## src/rtl/pc_sequencer_pkg.sv

```systemverilog
// rtl/pc_sequencer_pkg.sv - shared branch-type encodings and default widths for the PC sequencer
package pc_pkg;

  localparam int DEF_PC_W      = 16;
  localparam int DEF_COND_W    = 8;
  localparam int DEF_UNCOND_W  = 11;
  localparam int DEF_LINK_W    = 6;
  localparam int DEF_RAS_DEPTH = 4;

  localparam logic [1:0] BR_COND   = 2'b00;
  localparam logic [1:0] BR_UNCOND = 2'b01;
  localparam logic [1:0] BR_CALL   = 2'b10;
  localparam logic [1:0] BR_RET    = 2'b11;

endpackage

```

## src/rtl/pc_sequencer_if.sv

```systemverilog
// rtl/pc_sequencer_if.sv - branch-resolution bundle from EX into the PC sequencer
interface pc_sequencer_if #(
  parameter int PC_W     = pc_pkg::DEF_PC_W,
  parameter int COND_W   = pc_pkg::DEF_COND_W,
  parameter int UNCOND_W = pc_pkg::DEF_UNCOND_W,
  parameter int LINK_W   = pc_pkg::DEF_LINK_W
);
  logic                branch_valid;
  logic [1:0]          branch_type;
  logic                BrTaken;
  logic                reg_branch;
  logic [PC_W-1:0]     branch_pc;
  logic [COND_W-1:0]   cond_address;
  logic [UNCOND_W-1:0] uncond_address;
  logic [LINK_W-1:0]   link_address;
  logic [PC_W-1:0]     register_data_2;

  modport master (
    output branch_valid, branch_type, BrTaken, reg_branch, branch_pc,
           cond_address, uncond_address, link_address, register_data_2
  );

  modport slave (
    input branch_valid, branch_type, BrTaken, reg_branch, branch_pc,
          cond_address, uncond_address, link_address, register_data_2
  );
endinterface

```

## src/rtl/pc_sequencer_ras.sv

```systemverilog
// rtl/pc_sequencer_ras.sv - circular return-address stack; a push when full overwrites the oldest entry
module return_addr_stack #(
  parameter int W     = 16,
  parameter int DEPTH = 4
) (
  input  logic         clk,
  input  logic         reset,
  input  logic         push,
  input  logic         pop,
  input  logic [W-1:0] push_data,
  output logic [W-1:0] top,
  output logic         empty,
  output logic         overflow
);
  localparam int PTR_W = $clog2(DEPTH);
  localparam int CNT_W = PTR_W + 1;

  // ptr_q is the next write slot; when full it also addresses the oldest entry
  logic [W-1:0]     mem_q [DEPTH];
  logic [PTR_W-1:0] ptr_q, ptr_d;
  logic [CNT_W-1:0] cnt_q, cnt_d;
  logic             ovf_q, ovf_d;
  logic             full;

  always_comb begin
    ptr_d = ptr_q;
    cnt_d = cnt_q;
    ovf_d = ovf_q;
    full  = (cnt_q == CNT_W'(DEPTH));
    if (push) begin
      ptr_d = ptr_q + PTR_W'(1);
      if (full) ovf_d = 1'b1;
      else      cnt_d = cnt_q + CNT_W'(1);
    end else if (pop && cnt_q != '0) begin
      ptr_d = ptr_q - PTR_W'(1);
      cnt_d = cnt_q - CNT_W'(1);
    end
  end

  always_ff @(posedge clk) begin
    if (!reset) begin
      ptr_q <= '0;
      cnt_q <= '0;
      ovf_q <= 1'b0;
    end else begin
      ptr_q <= ptr_d;
      cnt_q <= cnt_d;
      ovf_q <= ovf_d;
    end
  end

  always_ff @(posedge clk) begin
    if (reset && push) mem_q[ptr_q] <= push_data;
  end

  assign top      = mem_q[ptr_q - PTR_W'(1)];
  assign empty    = (cnt_q == '0);
  assign overflow = ovf_q;
endmodule

```

## src/rtl/pc_sequencer.sv

```systemverilog
// rtl/pc_sequencer.sv - fetch PC register with branch redirect, stall hold and RAS-backed returns
module pc_sequencer
  import pc_pkg::*;
#(
  parameter int          PC_W      = DEF_PC_W,
  parameter int          COND_W    = DEF_COND_W,
  parameter int          UNCOND_W  = DEF_UNCOND_W,
  parameter int          LINK_W    = DEF_LINK_W,
  parameter int          RAS_DEPTH = DEF_RAS_DEPTH,
  parameter int unsigned RESET_PC  = 0
) (
  input  logic             clk,
  input  logic             reset,
  input  logic             stall,
  pc_sequencer_if.slave    br,
  output logic [PC_W-1:0]  pc_out,
  output logic [PC_W-1:0]  link_pc,
  output logic             flush,
  output logic             ras_empty,
  output logic             ras_overflow
);
  logic [PC_W-1:0] pc_q, pc_d;
  logic [PC_W-1:0] link_q, link_d;
  logic            flush_q;
  logic            redirect;
  logic            push, pop;
  logic [PC_W-1:0] target;
  logic [PC_W-1:0] ras_top;
  logic [PC_W-1:0] ret_addr;

  assign ret_addr = br.branch_pc + PC_W'(1);
  assign push     = br.branch_valid && (br.branch_type == BR_CALL);
  assign pop      = br.branch_valid && (br.branch_type == BR_RET);
  assign redirect = br.branch_valid && ((br.branch_type != BR_COND) || br.BrTaken);

  always_comb begin
    target = '0;
    case (br.branch_type)
      BR_COND:   target = br.branch_pc
                        + {{(PC_W-COND_W){br.cond_address[COND_W-1]}}, br.cond_address};
      BR_UNCOND: target = br.branch_pc
                        + {{(PC_W-UNCOND_W){br.uncond_address[UNCOND_W-1]}}, br.uncond_address};
      BR_CALL:   target = {{(PC_W-LINK_W){1'b0}}, br.link_address};
      default:   target = ras_empty ? br.register_data_2 : ras_top;
    endcase
    // a register target never replaces the RAS prediction for returns
    if (br.reg_branch && br.branch_type != BR_RET) target = br.register_data_2;
  end

  always_comb begin
    pc_d   = pc_q + PC_W'(1);
    link_d = link_q;
    if (redirect)   pc_d = target;
    else if (stall) pc_d = pc_q;
    if (push) link_d = ret_addr;
  end

  always_ff @(posedge clk) begin
    if (!reset) begin
      pc_q    <= PC_W'(RESET_PC);
      link_q  <= '0;
      flush_q <= 1'b0;
    end else begin
      pc_q    <= pc_d;
      link_q  <= link_d;
      flush_q <= redirect;
    end
  end

  return_addr_stack #(
    .W     (PC_W),
    .DEPTH (RAS_DEPTH)
  ) u_ras (
    .clk       (clk),
    .reset     (reset),
    .push      (push),
    .pop       (pop),
    .push_data (ret_addr),
    .top       (ras_top),
    .empty     (ras_empty),
    .overflow  (ras_overflow)
  );

  assign pc_out  = pc_q;
  assign link_pc = link_q;
  assign flush   = flush_q;
endmodule

```

## src/flat_wrapper.sv

```systemverilog
// flat-port wrapper written by rule: the top's interface ports become plain ports
module pc_sequencer_flat import pc_pkg::*;
#(
  parameter int          PC_W      = DEF_PC_W,
  parameter int          COND_W    = DEF_COND_W,
  parameter int          UNCOND_W  = DEF_UNCOND_W,
  parameter int          LINK_W    = DEF_LINK_W,
  parameter int          RAS_DEPTH = DEF_RAS_DEPTH,
  parameter int unsigned RESET_PC  = 0
)
  (clk, reset, stall, pc_out, link_pc, flush, ras_empty, ras_overflow, br_branch_valid, br_branch_type, br_BrTaken, br_reg_branch, br_branch_pc, br_cond_address, br_uncond_address, br_link_address, br_register_data_2);
  pc_sequencer_if #(.PC_W(PC_W), .COND_W(COND_W), .UNCOND_W(UNCOND_W), .LINK_W(LINK_W)) br_i ();
  input  logic clk;
  input  logic reset;
  input  logic stall;
  output logic [PC_W-1:0] pc_out;
  output logic [PC_W-1:0] link_pc;
  output logic flush;
  output logic ras_empty;
  output logic ras_overflow;
  input wire logic [$bits(br_i.branch_valid)-1:0] br_branch_valid;
  input wire logic [$bits(br_i.branch_type)-1:0] br_branch_type;
  input wire logic [$bits(br_i.BrTaken)-1:0] br_BrTaken;
  input wire logic [$bits(br_i.reg_branch)-1:0] br_reg_branch;
  input wire logic [$bits(br_i.branch_pc)-1:0] br_branch_pc;
  input wire logic [$bits(br_i.cond_address)-1:0] br_cond_address;
  input wire logic [$bits(br_i.uncond_address)-1:0] br_uncond_address;
  input wire logic [$bits(br_i.link_address)-1:0] br_link_address;
  input wire logic [$bits(br_i.register_data_2)-1:0] br_register_data_2;
  assign br_i.branch_valid = br_branch_valid;
  assign br_i.branch_type = br_branch_type;
  assign br_i.BrTaken = br_BrTaken;
  assign br_i.reg_branch = br_reg_branch;
  assign br_i.branch_pc = br_branch_pc;
  assign br_i.cond_address = br_cond_address;
  assign br_i.uncond_address = br_uncond_address;
  assign br_i.link_address = br_link_address;
  assign br_i.register_data_2 = br_register_data_2;
  pc_sequencer #(.PC_W(PC_W), .COND_W(COND_W), .UNCOND_W(UNCOND_W), .LINK_W(LINK_W), .RAS_DEPTH(RAS_DEPTH), .RESET_PC(RESET_PC)) u_core (.clk(clk), .reset(reset), .stall(stall), .br(br_i), .pc_out(pc_out), .link_pc(link_pc), .flush(flush), .ras_empty(ras_empty), .ras_overflow(ras_overflow));
endmodule
```

## config.mk

```make
export PLATFORM = sky130hd
export DESIGN_NAME = pc_sequencer_flat
export DESIGN_NICKNAME = d
export VERILOG_FILES = /design/src/rtl/pc_sequencer_pkg.sv /design/src/rtl/pc_sequencer_if.sv /design/src/rtl/pc_sequencer_ras.sv /design/src/rtl/pc_sequencer.sv /design/src/flat_wrapper.sv
export SDC_FILE = /design/constraint.sdc
export NUM_CORES = 1
export LEC_CHECK = 0
export ABC_AREA = 0
export CAP_MARGIN = 20
export CELL_PAD_IN_SITES_DETAIL_PLACEMENT = 0
export CELL_PAD_IN_SITES_GLOBAL_PLACEMENT = 1
export CORE_UTILIZATION = 38
export CTS_CLUSTER_SIZE = 8
export DETAILED_ROUTE_END_ITERATION = 8
export MAX_ROUTING_LAYER = met4
export PLACE_DENSITY = 0.79
export SYNTH_ARGS = -nofsm -noshare
export SYNTH_HDL_FRONTEND = slang
export SYNTH_HIERARCHICAL = 1
export SYNTH_SLANG_ARGS = --single-unit
```

## constraint.sdc

```tcl
create_clock -name clk -period 3.3 [get_ports clk]
set_input_delay 0.66 -clock clk [delete_from_list [all_inputs] [get_ports clk]]
set_output_delay 0.66 -clock clk [all_outputs]
set_load 0.02 [all_outputs]
```

==> impl_metrics.prom <==
# TYPE chip_impl_metric gauge
chip_impl_info{name="run_status",value="finished, violations left"} 1
chip_impl_info{name="violations",value="DRC"} 1
chip_impl_metric{name="pin_count",unit=""} 100
chip_impl_metric{name="filler_free_cell_count_of_the_finished_design",unit=""} 885
chip_impl_metric{name="gpl.final_weighted_congestion",unit=""} 0.893
chip_impl_metric{name="min_path_cells",unit=""} 2
chip_impl_info{name="tritoncts",value="built"} 1
chip_impl_metric{name="synth.yosys.warnings",unit=""} 6
chip_impl_metric{name="clk_transition_reported_paths",unit="ps"} 70
chip_impl_metric{name="numClockSinks",unit=""} 103
chip_impl_metric{name="number_of_cells_traversed_by_the_worst_register_to_register_path",unit=""} 6
chip_impl_metric{name="drc_violation_count_after_routing",unit=""} 14
chip_impl_metric{name="drt_wl_total",unit="µm"} 16600
chip_impl_metric{name="number_of_antenna_violations_at_the_first_check_in_global_routing",unit=""} 0
chip_impl_metric{name="number_of_iterations_in_the_first_detailed_routing_pass",unit=""} 7
chip_impl_metric{name="viasPerCell",unit=""} 5.54
chip_impl_metric{name="global_route_wire_length_before_repair",unit="µm"} 26200
chip_impl_metric{name="period_minus_slack",unit="ps"} 3110
chip_impl_metric{name="nNetsFinal",unit=""} 787
chip_impl_metric{name="layout-area-overhead-vs-synth",unit="%"} 34.1
chip_impl_metric{name="htree_levels",unit=""} 3
chip_impl_metric{name="core",unit="µm²"} 14600
chip_impl_metric{name="yosysSeqAreaShare",unit="%"} 47.1
chip_impl_metric{name="drive_gt1_share",unit="%"} 17.0
chip_impl_metric{name="max_slew.worst_pin.slew",unit="ps"} 1030
chip_impl_metric{name="initial_drt_markers",unit=""} 349
chip_impl_metric{name="number_of_instances_in_the_synthesized_netlist",unit=""} 542
chip_impl_metric{name="async_set_reset_flop_share_out_of_synthesis",unit="%"} 0
chip_impl_metric{name="power.leakage",unit="nW"} 2.91
chip_impl_metric{name="irDropWorstVdd",unit="µV"} 330
chip_impl_metric{name="largest_net_degree_at_the_start_of_global_routing",unit=""} 34
chip_impl_info{name="ctsRootBufferMaster",value="sky130_fd_sc_hd__clkbuf_16"} 1
chip_impl_metric{name="clock_latency",unit="ps"} 350
chip_impl_metric{name="crit_arrival",unit="ps"} 3350
chip_impl_metric{name="antenna_cells_inserted",unit=""} 0
chip_impl_metric{name="avgSynthCellArea",unit="µm²"} 10.6
chip_impl_metric{name="placed_cells_incl_taps",unit=""} 868
chip_impl_metric{name="grt_pass1_vias",unit=""} 4848
chip_impl_metric{name="dp_hpwl",unit="µm"} 12800
chip_impl_metric{name="drv.max_cap_violation_count",unit=""} 0
chip_impl_metric{name="floorplan.die_area",unit="µm²"} 15600
chip_impl_metric{name="clock_skew",unit="ps"} 7.57
chip_impl_metric{name="critPathMaxFanout",unit=""} 3
chip_impl_metric{name="final_min_period_over_clock_period",unit="%"} 94.3
chip_impl_info{name="hold-path-endpoint",value="u_core/link_pc[9]"} 1
chip_impl_metric{name="globalRouteOverflowTotal",unit=""} 0
chip_impl_metric{name="yosysUniqueCellTypes",unit=""} 66
chip_impl_metric{name="wl_per_cell",unit="µm"} 18.8
chip_impl_metric{name="vias",unit=""} 4900
chip_impl_info{name="worst_setup_path_start_kind",value="primary input"} 1
chip_impl_info{name="worstReg2RegEnd",value="u_core/pc_out[9]"} 1
chip_impl_metric{name="io_buffers",unit=""} 99
chip_impl_metric{name="critPathRequiredTime",unit="ps"} 3540
chip_impl_metric{name="post-synth-top-area-fraction",unit="%"} 33.5
chip_impl_info{name="synthTopCellsByArea",value="sky130_fd_sc_hd__edfxtp_1, sky130_fd_sc_hd__dfxtp_1, sky130_fd_sc_hd__mux4_2"} 1
chip_impl_metric{name="setup_viol",unit=""} 0
chip_impl_info{name="setup_repair_after_global_routing_missed_its_margin",value="false"} 1
chip_impl_metric{name="timing.setup.tns",unit="ps"} 0
chip_impl_info{name="critPathKind",value="in2reg"} 1
chip_impl_metric{name="fmax",unit="MHz"} 321
chip_impl_info{name="startpoint_of_the_worst_register_to_register_path",value="u_core/u_ras/cnt_q[2]"} 1
chip_impl_metric{name="synth_fp_nets",unit=""} 633
chip_impl_metric{name="power.density_cell_area",unit="nW/µm²"} 430
chip_impl_metric{name="worst_hold_slack",unit="ps"} 470
chip_impl_metric{name="die-height",unit="µm"} 125
chip_impl_metric{name="cts_buffer_depth",unit=""} 2
chip_impl_metric{name="cell_area_synth",unit="µm²"} 5740
chip_impl_metric{name="floorplan.initialDensity",unit="%"} 39.2
chip_impl_metric{name="synth_enable_flop_cells",unit=""} 64
chip_impl_metric{name="global_route.usage.total",unit="%"} 22.7
chip_impl_info{name="synth_flop_cell",value="sky130_fd_sc_hd__edfxtp_1"} 1
chip_impl_metric{name="cts_hold_repair.buffers",unit=""} 0
chip_impl_metric{name="regToRegSetupSlack",unit="ps"} 690
chip_impl_metric{name="floorplan.rows",unit=""} 44
chip_impl_metric{name="post_synthesis_register_bit_count",unit=""} 103
chip_impl_info{name="min-delay-start",value="u_core/link_pc[9]"} 1
chip_impl_info{name="synth_area_leader_cell",value="sky130_fd_sc_hd__edfxtp_1"} 1
chip_impl_metric{name="cts_made_buffers",unit=""} 9
chip_impl_metric{name="timing_hold_violations_final",unit=""} 0
chip_impl_metric{name="n_fill_cell",unit=""} 1323
chip_impl_metric{name="slew_headroom",unit="%"} 31.0
chip_impl_metric{name="die_width",unit="µm"} 125
chip_impl_info{name="min-delay-path-class",value="reg2reg"} 1
chip_impl_info{name="crit_path_end_kind",value="register"} 1
chip_impl_metric{name="antenna_left",unit=""} 0
chip_impl_metric{name="report.final.slew_viol_count",unit=""} 0
worst max path at each step:
| stage | from | end | depth (start not counted) |
|---|---|---|---|
| 4_1_cts | br_branch_type[0] | u_core/pc_out[12] | 13 |
| 5_1_grt | br_branch_type[1] | u_core/pc_out[12] | 14 |
| 3_3_place_gp | br_branch_type[1] | u_core/pc_out[12] | 14 |
| 6_report | br_uncond_address[0] | u_core/pc_out[12] | 12 |
| 3_5_place_dp | br_branch_type[1] | u_core/pc_out[12] | 14 |
| 2_1_floorplan | br_branch_type[1] | u_core/pc_out[12] | 15 |
logic make-up (layout without fill, tap and decap cells):
family	after synthesis	after routing	share of synthesized area, %
simple gates	180	180	15.3
compound gates	125	125	15.0
xor+xnor	41	41	6.26
mux	22	22	7.35
flops	103	103	47.1
buf+inv	45	204	3.14
fa+ha+maj	26	26	5.93
cell usage after synthesis, types with 4 or more instances:
library cell,number
sky130_fd_sc_hd__inv_1,21
sky130_fd_sc_hd__o211ai_1,4
sky130_fd_sc_hd__clkbuf_1,15
sky130_fd_sc_hd__xor2_1,22
sky130_fd_sc_hd__nor3_1,16
sky130_fd_sc_hd__xnor2_1,19
sky130_fd_sc_hd__mux4_2,16
sky130_fd_sc_hd__a211oi_1,5
sky130_fd_sc_hd__nand3_1,19
sky130_fd_sc_hd__ha_1,24
sky130_fd_sc_hd__nor4_1,4
sky130_fd_sc_hd__nand4_1,7
sky130_fd_sc_hd__nand2_1,49
sky130_fd_sc_hd__buf_2,6
sky130_fd_sc_hd__a21oi_1,29
sky130_fd_sc_hd__mux2i_1,5
sky130_fd_sc_hd__a21o_1,7
sky130_fd_sc_hd__and3_1,11
sky130_fd_sc_hd__o21ai_0,23
sky130_fd_sc_hd__o22ai_1,5
sky130_fd_sc_hd__dfxtp_1,39
sky130_fd_sc_hd__nor2b_1,4
sky130_fd_sc_hd__edfxtp_1,64
sky130_fd_sc_hd__o21ai_1,7
sky130_fd_sc_hd__nor2_1,50
sky130_fd_sc_hd__a221oi_1,14
power by group:
group | switching, mW | internal [mW] | total (mW)
clock | 0.475 | 0.611 | 1.09
sequential | 0.0346 | 1.41 | 1.44
combinational | 0.402 | 0.385 | 0.788
through the flow:
step	power, mW	util (%)	setup WS, ps	cell area (µm²)
after floorplan	1.88	-	-41.4	5770
after global placement	2.24	50.4	-365	7370
after detailed placement	2.25	50.4	-393	7370
after CTS	3.33	52.4	23.7	7680
after global routing	3.44	52.6	60.2	7700
final	3.31	52.6	189	7700
final cells by class:
cell class	instances	area, µm²	area share [%]
Multi-Input combinational cell	394	2880	37.4
Clock inverter	6	67.6	0.877
Sequential cell	103	2700	35.1
Tap cell	184	230	2.99
Clock buffer	10	239	3.10
Timing Repair Buffer	166	1500	19.4
Inverter	22	82.6	1.07
flip-flops by register name (all words and copies together), names as in the netlist:
| name | count |
|---|---|
| u_core/link_pc | 16 |
| u_core/u_ras/ptr_q | 2 |
| u_core/u_ras/mem_q | 64 |
| u_core/pc_out | 16 |
| u_core/flush | 1 |
| u_core/u_ras/cnt_q | 3 |
| u_core/u_ras/overflow | 1 |
worst max-delay path: stages:
cell	delay, ps
sky130_fd_sc_hd__clkdlybuf4s50_1	490
sky130_fd_sc_hd__nand2_1	60
sky130_fd_sc_hd__nand2_1	60
sky130_fd_sc_hd__ha_2	170
sky130_fd_sc_hd__inv_1	50
sky130_fd_sc_hd__fa_2	340
sky130_fd_sc_hd__nand3b_4	180
sky130_fd_sc_hd__a2111oi_4	410
sky130_fd_sc_hd__nor3_2	110
sky130_fd_sc_hd__and4_4	200
sky130_fd_sc_hd__or4_1	450
sky130_fd_sc_hd__and3_1	170
placed cells by master (no fill, tap or decap), types with 2 or more instances in the layout:
master,instances
sky130_fd_sc_hd__mux4_2,16
sky130_fd_sc_hd__a221o_1,2
sky130_fd_sc_hd__o2111ai_1,2
sky130_fd_sc_hd__nor2_1,50
sky130_fd_sc_hd__clkbuf_16,9
sky130_fd_sc_hd__a22o_1,2
sky130_fd_sc_hd__inv_1,21
sky130_fd_sc_hd__a21oi_1,29
sky130_fd_sc_hd__o22ai_1,5
sky130_fd_sc_hd__nand3_1,19
sky130_fd_sc_hd__nor3_1,16
sky130_fd_sc_hd__a211oi_1,5
sky130_fd_sc_hd__xor2_1,22
sky130_fd_sc_hd__o31a_1,3
sky130_fd_sc_hd__o21ai_1,8
sky130_fd_sc_hd__mux2i_1,5
sky130_fd_sc_hd__xnor2_1,19
sky130_fd_sc_hd__nand2_1,48
sky130_fd_sc_hd__a31oi_1,3
sky130_fd_sc_hd__dfxtp_1,39
sky130_fd_sc_hd__buf_4,67
sky130_fd_sc_hd__edfxtp_1,64
sky130_fd_sc_hd__and3_1,11
sky130_fd_sc_hd__clkinvlp_4,2
sky130_fd_sc_hd__clkdlybuf4s50_1,97
sky130_fd_sc_hd__nor4_1,4
sky130_fd_sc_hd__a21o_1,7
sky130_fd_sc_hd__a22oi_1,2
sky130_fd_sc_hd__a21boi_0,2
sky130_fd_sc_hd__nand2b_1,3
sky130_fd_sc_hd__o211ai_1,4
sky130_fd_sc_hd__nor2b_1,3
sky130_fd_sc_hd__a221oi_1,14
sky130_fd_sc_hd__nand4_1,7
sky130_fd_sc_hd__ha_1,23
sky130_fd_sc_hd__or3_1,3
sky130_fd_sc_hd__o32ai_1,3
sky130_fd_sc_hd__o21ai_0,22
timing repair:
action | 4_1_cts | 5_1_grt
resized for setup | 1 | 5
setup endpoints to repair | 1 | 4
buffers inserted | 0 | 1
pin swaps | 0 | 2
gates cloned | 0 | 0
hold endpoints to repair | 0 | 0
per-layer routing:
| layer | wire length [µm] | global-route usage [%] | vias to the layer above | share of wire (%) |
|---|---|---|---|---|
| met1 | 7580 | 29.6 | 2357 | 46 |
| met5 | 0 | - | - | 0 |
| met2 | 7560 | 35.2 | 174 | 46 |
| li1 | - | - | 2343 | - |
| met3 | 1050 | 4.60 | 26 | 6.3 |
| met4 | 422 | 7.82 | 0 | 2.5 |
(Power assumes the default switching activity.)
